`config.mk`:
```
export PLATFORM = sky130hd
export DESIGN_NAME = uart_tx_arbiter
export DESIGN_NICKNAME = d
export VERILOG_FILES = /design/src/rtl/uart_tx_arbiter.sv
export SDC_FILE = /design/constraint.sdc
export NUM_CORES = 1
export LEC_CHECK = 0
export BUFFER_PORTS_ARGS = -buffer_cell sky130_fd_sc_hd__buf_2
export CAP_MARGIN = 40
export CORE_AREA = 2 2 71 73
export DETAILED_ROUTE_END_ITERATION = 10
export DIE_AREA = 0 0 73 75
export GPL_ROUTABILITY_DRIVEN = 0
export PLACE_DENSITY_LB_ADDON = 0.15
export SETUP_SLACK_MARGIN = 0.15
export SLEW_MARGIN = 20
export SYNTH_ARGS = -nofsm -noshare
export SYNTH_HDL_FRONTEND = slang
export SYNTH_SLANG_ARGS = --single-unit
```
`constraint.sdc`:
```
create_clock -name CLK -period 2.6 [get_ports CLK]
set_input_delay 0.26 -clock CLK [delete_from_list [all_inputs] [get_ports CLK]]
set_output_delay 0.26 -clock CLK [all_outputs]
set_load 0.05 [all_outputs]
```
`src/rtl/uart_tx_arbiter.sv`:
```
// uart_tx_arbiter: shares one UART transmitter between N_REQ byte producers.
// Round-robin grant in IDLE, one-cycle run pulse in ISSUE, then WAIT holds
// off the next grant for FRAME_CYCLES cycles while the UART shifts the frame.

// Per-requester acceptance decode: one lane per requester.
module uart_tx_arb_lane #(
  parameter int ID_W = 2,
  parameter int LANE = 0
) (
  input  logic            grant,
  input  logic [ID_W-1:0] win,
  output logic            ready
);
  assign ready = grant && (win == ID_W'(LANE));
endmodule

module uart_tx_arbiter #(
  parameter int N_REQ        = 4,
  parameter int FRAME_CYCLES = 10,
  parameter int ID_W         = $clog2(N_REQ)
) (
  input  logic               CLK,
  input  logic               ASYNCRESETN,
  input  logic               enable,
  input  logic [N_REQ-1:0]   req_valid,
  input  logic [8*N_REQ-1:0] req_data,
  output logic [N_REQ-1:0]   req_ready,
  output logic               run,
  output logic [7:0]         message,
  output logic               busy,
  output logic [ID_W-1:0]    grant_id,
  output logic [15:0]        frame_count
);

  localparam int CNT_W = $clog2(FRAME_CYCLES);

  typedef enum logic [1:0] {ST_IDLE, ST_ISSUE, ST_WAIT} state_t;

  state_t                  state, state_nxt;
  logic                    grant;
  logic [ID_W-1:0]         last;
  logic [CNT_W-1:0]        cnt;
  logic [N_REQ-1:0]        rot;
  logic [ID_W-1:0]         j;
  logic [ID_W:0]           sum;
  logic [ID_W-1:0]         win;
  logic [N_REQ-1:0][7:0]   data_v;

  assign data_v = req_data;

  // Rotate valids so bit 0 is the requester right after the last winner.
  assign rot = N_REQ'({req_valid, req_valid} >> ({1'b0, last} + 1'b1));

  // Lowest set bit of the rotated vector is the round-robin winner offset.
  always_comb begin
    j = '0;
    for (int k = N_REQ - 1; k >= 0; k--)
      if (rot[k]) j = ID_W'(k);
  end

  // Undo the rotation: winner = (last + 1 + j) mod N_REQ, at most one wrap.
  assign sum = {1'b0, last} + {1'b0, j} + 1'b1;
  assign win = (sum >= (ID_W+1)'(N_REQ)) ? ID_W'(sum - (ID_W+1)'(N_REQ))
                                          : sum[ID_W-1:0];

  // FSM state register.
  always_ff @(posedge CLK or negedge ASYNCRESETN) begin
    if (!ASYNCRESETN) state <= ST_IDLE;
    else              state <= state_nxt;
  end

  // Next-state logic; grant only in IDLE with enable and a pending request.
  always_comb begin
    state_nxt = state;
    grant     = 1'b0;
    case (state)
      ST_IDLE: begin
        if (enable && (|req_valid)) begin
          grant     = 1'b1;
          state_nxt = ST_ISSUE;
        end
      end
      ST_ISSUE: state_nxt = ST_WAIT;
      ST_WAIT:  if (cnt == '0) state_nxt = ST_IDLE;
      default:  state_nxt = ST_IDLE;
    endcase
  end

  // One-hot acceptance pulse, combinational from the grant decision.
  for (genvar g = 0; g < N_REQ; g++) begin : g_lane
    uart_tx_arb_lane #(.ID_W(ID_W), .LANE(g)) u_lane (
      .grant (grant),
      .win   (win),
      .ready (req_ready[g])
    );
  end

  // Registered outputs, RR pointer and frame timer.
  always_ff @(posedge CLK or negedge ASYNCRESETN) begin
    if (!ASYNCRESETN) begin
      run         <= 1'b0;
      message     <= 8'h00;
      busy        <= 1'b0;
      grant_id    <= '0;
      frame_count <= 16'd0;
      cnt         <= '0;
      last        <= ID_W'(N_REQ - 1);
    end else begin
      // run is high exactly in ISSUE, busy whenever the FSM is not IDLE.
      run  <= grant;
      busy <= (state_nxt != ST_IDLE);
      if (grant) begin
        message  <= data_v[win];
        grant_id <= win;
        last     <= win;
      end
      case (state)
        ST_ISSUE: begin
          cnt         <= CNT_W'(FRAME_CYCLES - 1);
          frame_count <= frame_count + 16'd1;
        end
        ST_WAIT: if (cnt != '0) cnt <= cnt - 1'b1;
        default: ;
      endcase
    end
  end

endmodule

```
# == Word-level counts from Yosys, hierarchy flattened ==
# Index checks and enable logic that the tools add are counted.
# op_classes
n_mux,14
shift,1
reduce_logical,13
n_eq_ne,6
magnitude_cmp,2
add_sub_neg,6
# op_table
operator,n
"16-bit by 1-bit adder with 16-bit output, second input constant",1
8-bit binary-select mux with 2-bit select,1
2-bit 2-to-1 mux,7
8-bit 2-to-1 mux,1
4-bit case mux with 2 select lines,1
8-bit by 3-bit >> shifter with 4-bit output,1
"2-bit == test, second input constant",3
2-bit case mux with 3 select lines,1
1-bit logical AND,5
"2-bit by 1-bit == test with 1-bit output, second input constant",2
2-bit logical NOT,2
4-bit logical NOT,1
4-bit 2-to-1 mux,1
2-bit nonzero test,2
4-bit nonzero test,1
4-bit OR reduction,1
"4-bit by 1-bit subtractor with 4-bit output, second input constant",1
"2-bit by 1-bit adder with 3-bit output, second input constant",1
2-bit by 2-bit adder with 3-bit output,1
"3-bit by 1-bit adder with 3-bit output, second input constant",1
"3-bit greater-or-equal comparator, second input constant",1
"2-bit by 3-bit < comparator with 1-bit output, second input constant",1
1-bit 2-to-1 mux,2
"2-bit inequality test, second input constant",1
2 further kinds,2
# word_totals
output_inout_bits,32
register_bits,36

# == Depth between registers and ports, before layout ==
# Gate-level depths: netlist of the first run.
# depth
word_depth,12
depth_mapped,12
mapped_depth_nobuf,10

# == By module ==
# A second synthesis of the first run with hierarchy kept.
# hier_totals
cells_unflattened,205
area_unflattened_um2,2028.2
# by_module_without_submodules
mod,n_inst,area_per_inst_um2,cells_each,seq_area_each_um2
uart_tx_arbiter,1,1991.9,201,903.4
uart_tx_arb_lane (g_lane[1].u_lane ...),2,8.8,1,0.0
uart_tx_arb_lane (g_lane[0].u_lane),1,12.5,1,0.0
uart_tx_arb_lane (g_lane[3].u_lane),1,6.3,1,0.0

# == Worst setup path after synthesis of the first run ==
# Ideal clock, no wire load.
# synth_path
path_type,register to output
from,reg last[0]
to,out req_ready[0]
path_stages_with_launch,13
t_arrival_ns,2.353
slack_ns,-0.013
n_path_buf,4
required_ns,2.340
cell_sequence,dfstp_2 -> buf_6 -> inv_1 -> nor3b_1 -> a21oi_1 -> o221ai_1 -> a21oi_1 -> ha_1 -> buf_2 -> clkbuf_1 -> nand2_1 -> nor2_1 -> buf_4
# synth_between
elab_chain_len,12
# synth_lines
item,line,text
start: declaration,41,logic [ID_W-1:0] last;
start signal: assignment,107,last <= ID_W'(N_REQ - 1);
start signal: assignment,115,last <= win;
2-bit by 1-bit adder with 3-bit output,52,"assign rot = N_REQ'({req_valid, req_valid} >> ({1'b0, last} + 1'b1));"
8-bit by 3-bit >> shifter with 4-bit output,52,
2-bit 2-to-1 mux (4 in a row),58,if (rot[k]) j = ID_W'(k);
2-bit by 2-bit adder with 3-bit output (*),62,"assign sum = {1'b0, last} + {1'b0, j} + 1'b1;"
3-bit by 1-bit adder with 3-bit output (*),62,
3-bit greater-or-equal comparator / 2-bit by 1-bit subtractor with 2-bit output (equally long branches),63,assign win = (sum >= (ID_W+1)'(N_REQ)) ? ID_W'(sum - (ID_W+1)'(N_REQ))
2-bit 2-to-1 mux (*),63,
2-bit logical NOT (*),14,assign ready = grant && (win == ID_W'(LANE));
1-bit logical AND (*),14,
end: declaration,27,"output logic [N_REQ-1:0] req_ready,"
# Every way passes the cells marked *; elsewhere a longest branch is shown, timed or not.

# == Final worst setup path of the first run ==
# layout_path
from,reg last[0]
to,out req_ready[1]
# layout_between
elab_chain_len,12
# layout_lines
item,line
2-bit by 1-bit adder with 3-bit output,52
8-bit by 3-bit >> shifter with 4-bit output,52
2-bit 2-to-1 mux (4 in a row),58
2-bit by 2-bit adder with 3-bit output (*),62
3-bit by 1-bit adder with 3-bit output (*),62
3-bit greater-or-equal comparator / 2-bit by 1-bit subtractor with 2-bit output (equally long branches),63
2-bit 2-to-1 mux (*),63
2-bit by 1-bit == test with 1-bit output (*),14
1-bit logical AND (*),14
# Marks and branches as above.

==> reports/metrics.yaml, run 1 <==
yosysMostFrequentCell: "dfrtp_1"
grt_max_degree: 37
row_count: 25
crit_path_max_incr_delay_ns: 0.56
synth_edf_count: 0
max_freq_ghz: 0.368
whs_ns: 0.294
holdPathStages: 3
finalMaxSlewViolations: 0
max_cap_violations: 0
preCtsSetupSlack_ns: -0.0461
final_hold_viol_count: 0
avgSynthCellArea_sq_um: 9.53
tns_ns: -0.258
slew_headroom: 0.617
grt-ovfl-total: 0
clk_latency_ns: 0.28
yosys.area.top_type: "dfrtp_1"
cts_tree: "done"
placed_area_sq_um: 2530
cts_inserted_buffers: 5
nets: 344
crit_type: "reg2out"
start_util: 0.446
die_height_microns: 75
cp-end-kind: "primary output"
postRouteAntennaNets: 0
r2r-start: "last[0]"
synthesis.area_sq_um: 2080
power_mw: 4.09
min_to: "busy"
synth_cell_types: 47
power_switching_mw: 1.97
intPower_mw: 2.11
drt_iter0_drc: 70
violations: "setup timing"
startpoint_type: "register"
final_layout_size_suffix_gt1_frac: 0.430
cts_buffer_depth: 2
worst_slew_pin_slew_ns: 0.560
final_util: 0.629
cp.required_ns: 2.34
synth_warnings: 0
io_buffers: 70
synth_ff_type: "dfrtp_1"
synth_cells: 218
numPlacedInstances: 340
grt_pass1_vias: 1753
yosysTopAreaCellShare: 0.409
cts_root_buffer: "clkbuf_8"
design.die.area_sq_um: 5480
num_vias: 1892
min_from: "enable"
p_clk_frac: 0.119
critPathMaxFanout: 3
r2r_slack_ns: 0.07
worstPathCellList: "inv_2 -> nor3b_2 -> a21oi_1 -> o221ai_1 -> a21oi_2 -> ha_4 -> xnor2_4 -> nor3_4 -> nor2_2 -> nor3_2 -> buf_6"
ys_async_sr_fraction: 1.00
cts.clk_slew.worst_paths_ns: 0.07
core_area_sq_um: 4660
antenna_found_initial: 0
syn_to_final_growth_pct: 41.1
drc: 0
setup_slack_ns: -0.115
die_w_microns: 73
p_leak_nw: 1.34
wl_per_cell_microns: 13.7
cp.arrival_ns: 2.46
cp_top_family: "simple AND/OR/NAND/NOR gates"
r2r-end: "message[0]"
synthTopCellsByArea: "dfrtp_1, xnor2_1, nand2_1"
p_comb_frac: 0.657
switching_share: 0.483
clock_sinks: 36
yosysSeqAreaShare: 0.435
ys_seq_elements: 36
htreeDepth: 2
hpwl_microns: 3460
diodes: 0
boundaryPins: 71
final-setup-viol-count: 4
sequentialPowerShare: 0.224
final.min_clock_period_ns: 2.72
grtUsageTotal: 0.185
synthTopCellsByCount: "dfrtp_1, nand2_1, nor2b_1"
min_period_over_period: 1.04
rsz0062_at_grt: "yes"
vias_per_cell: 5.31
instances_no_fill: 356
rr_worst_depth: 10
grt_pass1_wl_microns: 7780
critPathSlowestCell: "dfstp_2"
drt-total-wl_microns: 4870
fin_worst_skew_ns: 0.00556
ir_drop_mv: 0.838
status: "finished with violations"
post-route-cell-area_sq_um: 2930
crit_buf_inv: 2
min_path_type: "in2reg"
power_density_nw_per_um2: 1390
syn_nets: 261
drtPass1Iterations: 4
-- area by class of cell --
class	count	area [sq um]
clock buffers	5	68.8
clock inverters	3	42.5
fillers	385	1730
inverters	6	22.5
multi-input cells	163	1280
flip-flops and latches	36	903
well taps	54	67.6
repair buffers	89	549
-- metal layers --
metal	vias to the layer above	share of wire	global-route usage
li1	948	-	-
met1	867	0.46	0.237
met2	75	0.48	0.301
met3	2	0.060	0.0455
met4	0	0.0070	0.0761
met5	-	0	0
-- worst min-delay path: stages --
cell and delay (ns):
buf_2 0.09, nand3_1 0.10, nand3_1 0.10
-- flip-flops by register name (all words and copies together) (netlist names) --
signal,cells
frame_count,16
message,8
cnt,4
grant_id,2
last,2
state,2
busy,1
run,1
-- how the worst max path moves through the flow --
stage	from	end	slack, ns	cells past startpoint
6_report	last[0]	req_ready[1]	-0.12	11
5_1_grt	last[0]	req_ready[1]	-0.25	11
4_1_cts	last[0]	req_ready[1]	-0.06	11
3_5_place_dp	last[0]	message[0]	-0.05	11
3_3_place_gp	last[0]	message[0]	0.09	11
2_1_floorplan	last[0]	req_ready[1]	0.16	12
-- logic make-up after synthesis --
| family | Yosys count | synth area share |
|---|---|---|
| xor gates and xnor gates | 17 | 0.0716 |
| buffers and inverters | 19 | 0.0470 |
| DFF | 36 | 0.435 |
| AOI/OAI and AO/OA | 47 | 0.181 |
| adders and majority gates | 4 | 0.0241 |
| muxes | 1 | 0.00542 |
| and+or+nand+nor | 94 | 0.237 |
-- placed cells by master, fill, tap and decap left out, drive strengths merged, types with 2 or more instances in the layout --
master   count
buf         88
dfrtp       34
nand2       31
nor2b       17
xnor2       14
nor2        11
nand3        9
o31ai        8
a221oi       8
a2111oi      8
o21ai        7
nor3         7
inv          6
nand4        5
clkbuf       5
nand2b       4
nor3b        4
ha           4
a21oi        4
xor2         3
dfstp        2
a32o         2
-- power by group through the flow --
stage / registers [mW] / clock network (mW) / logic [mW]
detailed placement: 0.929 / 0 / 2.07
global route: 0.946 / 0.527 / 2.91
CTS: 0.916 / 0.502 / 2.44
floorplan: 1.30 / 0 / 1.18
global placement: 0.925 / 0 / 2.05
finish: 0.916 / 0.487 / 2.68
-- timing repair --
item                       4_1_cts  5_1_grt
buffers inserted                 6        1
pin swaps                       11        7
setup endpoints to repair       12       12
gates resized for setup         34       11
hold endpoints to repair         0        7
hold buffers                     0        1
Power figures use the tool's default switching activity.
==> inputs of run 2 (changes only) <==
--- a/config.mk
+++ b/config.mk
@@ -11,7 +11,7 @@
 export DETAILED_ROUTE_END_ITERATION = 10
 export DIE_AREA = 0 0 73 75
 export GPL_ROUTABILITY_DRIVEN = 0
-export PLACE_DENSITY_LB_ADDON = 0.15
+export PLACE_DENSITY = 0.81
 export SETUP_SLACK_MARGIN = 0.15
 export SLEW_MARGIN = 20
 export SYNTH_ARGS = -nofsm -noshare
==> run 2 against run 1 <==
- the run now ends clean
- count of clock-buffer cells in the layout increased by 1
- routed wire length is 5.1% higher
- clock power down 26%
- maximum frequency is 7.2% higher
- first-iteration DRC count fell by 19%
- critical endpoint unchanged
- largest power group unchanged
==> reports/metrics.yaml, run 2 (synthesized netlist as in run 1, its figures left out) <==
sequentialPowerShare: 0.242
grt_pass1_wl_microns: 8000
io_buffers: 70
grt_pass1_vias: 1766
drt_iter0_drc: 57
status: "finished, final reports clean"
grt-ovfl-total: 0
cts_root_buffer: "clkbuf_8"
p_clk_frac: 0.096
met3WireLength_microns: 238
syn_to_final_growth_pct: 36.0
min_period_over_period: 0.974
crit_type: "reg2out"
crit_buf_inv: 2
critPathLaunch: "last[0]"
grtUsageTotal: 0.190
final.min_clock_period_ns: 2.53
start_util: 0.446
num_vias: 1946
top_regs: "frame_count (16), message (8), cnt (4)"
max_freq_ghz: 0.395
path_common_cell: "a21oi_2"
intPower_mw: 1.88
final_hold_viol_count: 0
crit_path_max_incr_delay_ns: 0.56
hpwl_microns: 3840
largest-register: "frame_count"
drc: 0
max_cap_violations: 0
cts.clk_slew.worst_paths_ns: 0.07
p_comb_frac: 0.663
cp-end-kind: "primary output"
drt-total-wl_microns: 5120
power_switching_mw: 1.91
layout_commonest_cell: "buf_2"
row_count: 25
r2r-start: "last[0]"
fill_cells: 377
worst_slew_pin_slew_ns: 0.635
core_area_sq_um: 4660
drtPass1Iterations: 4
postRouteAntennaNets: 0
rsz0062_at_grt: "yes"
grt_max_degree: 37
nets: 340
die_height_microns: 75
cts_inserted_buffers: 5
power_density_nw_per_um2: 1340
design.die.area_sq_um: 5480
htreeDepth: 2
ir_drop_mv: 0.887
final-setup-viol-count: 0
final_layout_size_suffix_gt1_frac: 0.418
cp.required_ns: 2.34
slew_headroom: 0.574
antenna_found_initial: 0
cts_buffer_depth: 2
cp.arrival_ns: 2.27
cts_tree: "done"
p_leak_nw: 1.30
critPathSlowestCell: "dfstp_2"
vias_per_cell: 5.54
clk_latency_ns: 0.28
startpoint_type: "register"
min_path_type: "in2async"
switching_share: 0.504
largest_reg_flops: 16
drt-met1-wl_microns: 2210
finalMaxSlewViolations: 0
die_w_microns: 73
top_layer: "met4"
boundaryPins: 71
cp_top_family: "flip-flops"
wl_per_cell_microns: 14.6
mostFrequentLayoutCells: "buf_2, dfrtp_1, nand2_1, nor2b_1"
worstPathCellList: "inv_2 -> nor3b_2 -> a21oi_2 -> o221ai_2 -> a21oi_2 -> ha_4 -> xor2_4 -> a21oi_2 -> nor2_2 -> nor3_2 -> buf_6"
critPathMaxFanout: 4
clock_sinks: 36
tns_ns: 0
fin_worst_skew_ns: 0.00170
diodes: 0
whs_ns: 0.314
wl_met2_microns: 2530
[run 2: cell types whose count changed in the layout (fill, tap and decap cells not counted), moves of 2 or more]
cell / change
a221oi_1: +2
a2111oi_4: -2
buf_4: -2
buf_6: -2
a221oi_2: -2
[run 2: cell type report]
cell class	instances	area (sq um)	share of cell area
flip-flops and latches	36	903	0.320
inverters	6	22.5	0.00797
well taps	54	67.6	0.0239
repair buffers	85	507	0.179
multi-input cells	163	1250	0.442
clock inverters	1	5.00	0.00177
clock buffers	6	72.6	0.0257
[run 2: metal layers]
layer | up-vias | GRT usage
met2 | 68 | 0.318
met1 | 925 | 0.235
met5 | - | 0
met3 | 12 | 0.0361
met4 | 0 | 0.0947
li1 | 941 | -
[run 2: path summary, 6_finish.rpt]
kind | endpoint | slack [ns] | cells after the start
max | req_ready[1] | 0.07 | 11
min | cnt[3] | 0.31 | 2
max reg2reg | message[3] | 0.20 | 10
min reg2reg | frame_count[15] | 0.47 | 1
max in group asynchronous | last[0] | 1.84 | 3
min in group CLK | message[4] | 0.34 | 3
[run 2: stage by stage]
stage | power [mW] | util | worst slack, ns | std cells | instance area [sq um]
6_report | 3.78 | 0.606 | 0.0667 | 351 | 2830
5_1_grt | 4.03 | 0.606 | -0.0489 | 351 | 2830
4_1_cts | 3.51 | 0.574 | 0.0345 | 348 | 2680
3_5_place_dp | 2.97 | 0.536 | -0.100 | 338 | 2500
3_3_place_gp | 2.90 | 0.536 | 0.0344 | 338 | 2500
2_1_floorplan | 2.48 | - | 0.162 | 218 | 2100
[run 2: power by group through the flow]
stage                     clock network [mW]  registers, mW  logic, mW
after CTS                              0.375          0.912       2.23
after floorplan                            0           1.30       1.18
after global routing                   0.398          0.946       2.69
after detailed placement                   0          0.930       2.04
after global placement                     0          0.920       1.98
final                                  0.362          0.915       2.51
[run 2: repair_timing]
| item | 4_1_cts | 5_1_grt |
|---|---|---|
| setup buffers | 3 | 1 |
| hold buffers | 0 | 1 |
| hold endpoints to repair | 0 | 30 |
| gates resized for setup | 19 | 23 |
| pin swaps | 6 | 3 |
| setup endpoints to repair | 12 | 12 |
| cloned | 0 | 0 |
==> inputs of run 3 (changes only) <==
==> constraint.sdc (replaced) <==
create_clock -name CLK -period 2.6 [get_ports CLK]
set_input_delay 0.65 -clock CLK [delete_from_list [all_inputs] [get_ports CLK]]
set_output_delay 0.65 -clock CLK [all_outputs]
set_load 0.05 [all_outputs]
==> run 3 against run 2 <==
- the flow now finishes with violations (setup timing)
- clock power up 34%
- combinational power down 3%
- maximum frequency down 15%
- utilization rose by 1.4 points
- setup slack lost 0.44 ns
==> reports/metrics.yaml, run 3 (synthesized netlist as in run 1, its figures left out) <==
htreeDepth: 2
io_buffers: 70
cts.clk_slew.worst_paths_ns: 0.07
grt_pass1_vias: 1801
sequentialPowerShare: 0.239
boundaryPins: 71
start_util: 0.446
power_switching_mw: 1.86
ir_drop_mv: 0.911
rr_worst_depth: 11
largest_reg_flops: 16
syn_to_final_growth_pct: 39.3
layout_commonest_cell: "buf_2"
critPathLaunch: "last[0]"
max_cap_violations: 0
hpwl_microns: 3590
p_comb_frac: 0.635
crit_path_max_incr_delay_ns: 0.56
die_w_microns: 73
drt_iter0_drc: 61
cp-end-kind: "primary output"
cts_inserted_buffers: 5
startpoint_type: "register"
grt-ovfl-total: 0
drt-total-wl_microns: 4810
largest-register: "frame_count"
cp.required_ns: 1.95
final.min_clock_period_ns: 2.98
worstPathCellList: "inv_2 -> nor3b_2 -> a21oi_1 -> o221ai_1 -> a21oi_2 -> ha_4 -> xor2_2 -> a21oi_2 -> nor2_2 -> nor3_2 -> buf_6"
setup_slack_ns: -0.378
design.die.area_sq_um: 5480
tns_ns: -1.31
cts_buffer_depth: 2
whs_ns: 0.280
min_period_over_period: 1.15
crit_buf_inv: 2
final_layout_size_suffix_gt1_frac: 0.440
mostFrequentLayoutCells: "buf_2, dfrtp_1, nand2_1, buf_4, nor2b_1"
intPower_mw: 1.99
critPathMaxFanout: 3
diodes: 0
grt_pass1_wl_microns: 7820
rsz0062_at_grt: "yes"
antenna_found_initial: 0
postRouteAntennaNets: 0
die_height_microns: 75
p_clk_frac: 0.126
r2r-start: "last[0]"
min_path_type: "in2async"
vias_per_cell: 5.42
power_density_nw_per_um2: 1330
clk_latency_ns: 0.28
drc: 0
slew_headroom: 0.609
final-setup-viol-count: 4
grtUsageTotal: 0.183
path_depth: 11
num_vias: 1958
core_area_sq_um: 4660
violations: "setup timing"
r2r_slack_ns: 0.18
nets: 349
critPathSlowestCell: "dfstp_2"
fin_worst_skew_ns: 0.00260
status: "finished with violations"
worst_slew_pin_slew_ns: 0.583
final_hold_viol_count: 0
crit_path_end: "req_ready[1]"
r2r-end: "message[3]"
cp.arrival_ns: 2.33
top_regs: "frame_count (16), message (8), cnt (4)"
crit_type: "reg2out"
cp_top_family: "flip-flops"
row_count: 25
wl_per_cell_microns: 13.3
grt_max_degree: 37
path_common_cell: "a21oi_2"
cts_tree: "done"
max_freq_ghz: 0.336
switching_share: 0.484
cts_root_buffer: "clkbuf_8"
p_leak_nw: 1.35
drtPass1Iterations: 4
clock_sinks: 36
finalMaxSlewViolations: 0
run 3: changes by cell type in the layout (fill, tap and decap cells not counted), sizes merged:
cell	delta
buf	+10
bufinv	+1
clkbuf	-1
clkinvlp	+1
dlygate4sd3	-1
run 3: worst min path at each step:
stage / slack [ns] / cells after the start / start / endpoint
floorplan: 0.35 / 0 / ASYNCRESETN / busy
global placement: 0.45 / 1 / frame_count[15] / frame_count[15]
detailed placement: 0.46 / 1 / frame_count[15] / frame_count[15]
CTS: 0.47 / 1 / ASYNCRESETN / frame_count[0]
global route: 0.30 / 1 / ASYNCRESETN / frame_count[2]
finish: 0.28 / 1 / ASYNCRESETN / frame_count[1]
run 3: final cells by class:
class	count	area, sq um
fill	376	1770
multi-input combinational	163	1210
sequential	36	903
timing repair buffer	94	579
clock buffer	5	68.8
tap	54	67.6
clock inverter	3	42.5
inverter	6	22.5
run 3: power groups by stage:
stage	registers (mW)	logic, mW	clock network (mW)
global route	0.952	2.65	0.521
global placement	0.922	2.08	0
detailed placement	0.927	2.12	0
finish	0.918	2.44	0.486
floorplan	1.30	1.23	0
CTS	0.919	2.35	0.501
run 3: metrics by stage:
step | instances | power, mW | utilization | setup WS [ns] | cell area (sq um)
3_3_place_gp | 351 | 3.01 | 0.561 | -0.395 | 2620
5_1_grt | 361 | 4.12 | 0.621 | -0.469 | 2890
6_report | 361 | 3.85 | 0.621 | -0.378 | 2890
3_5_place_dp | 351 | 3.05 | 0.561 | -0.363 | 2620
4_1_cts | 360 | 3.77 | 0.608 | -0.367 | 2830
2_1_floorplan | 218 | 2.53 | - | -0.234 | 2130
run 3: layer usage:
metal  part of all wire  routed length, microns  track usage
met2               0.47                    2280        0.320
met3              0.064                     309       0.0509
met1               0.45                    2160        0.221
met4              0.012                      57       0.0535
met5                  0                       0            0
run 3: repair_timing:
| item | in CTS | in global routing |
|---|---|---|
| gates resized for setup | 21 | 8 |
| hold buffers | 0 | 0 |
| setup endpoints to repair | 7 | 12 |
| setup buffers | 1 | 0 |
| pin swaps | 5 | 1 |
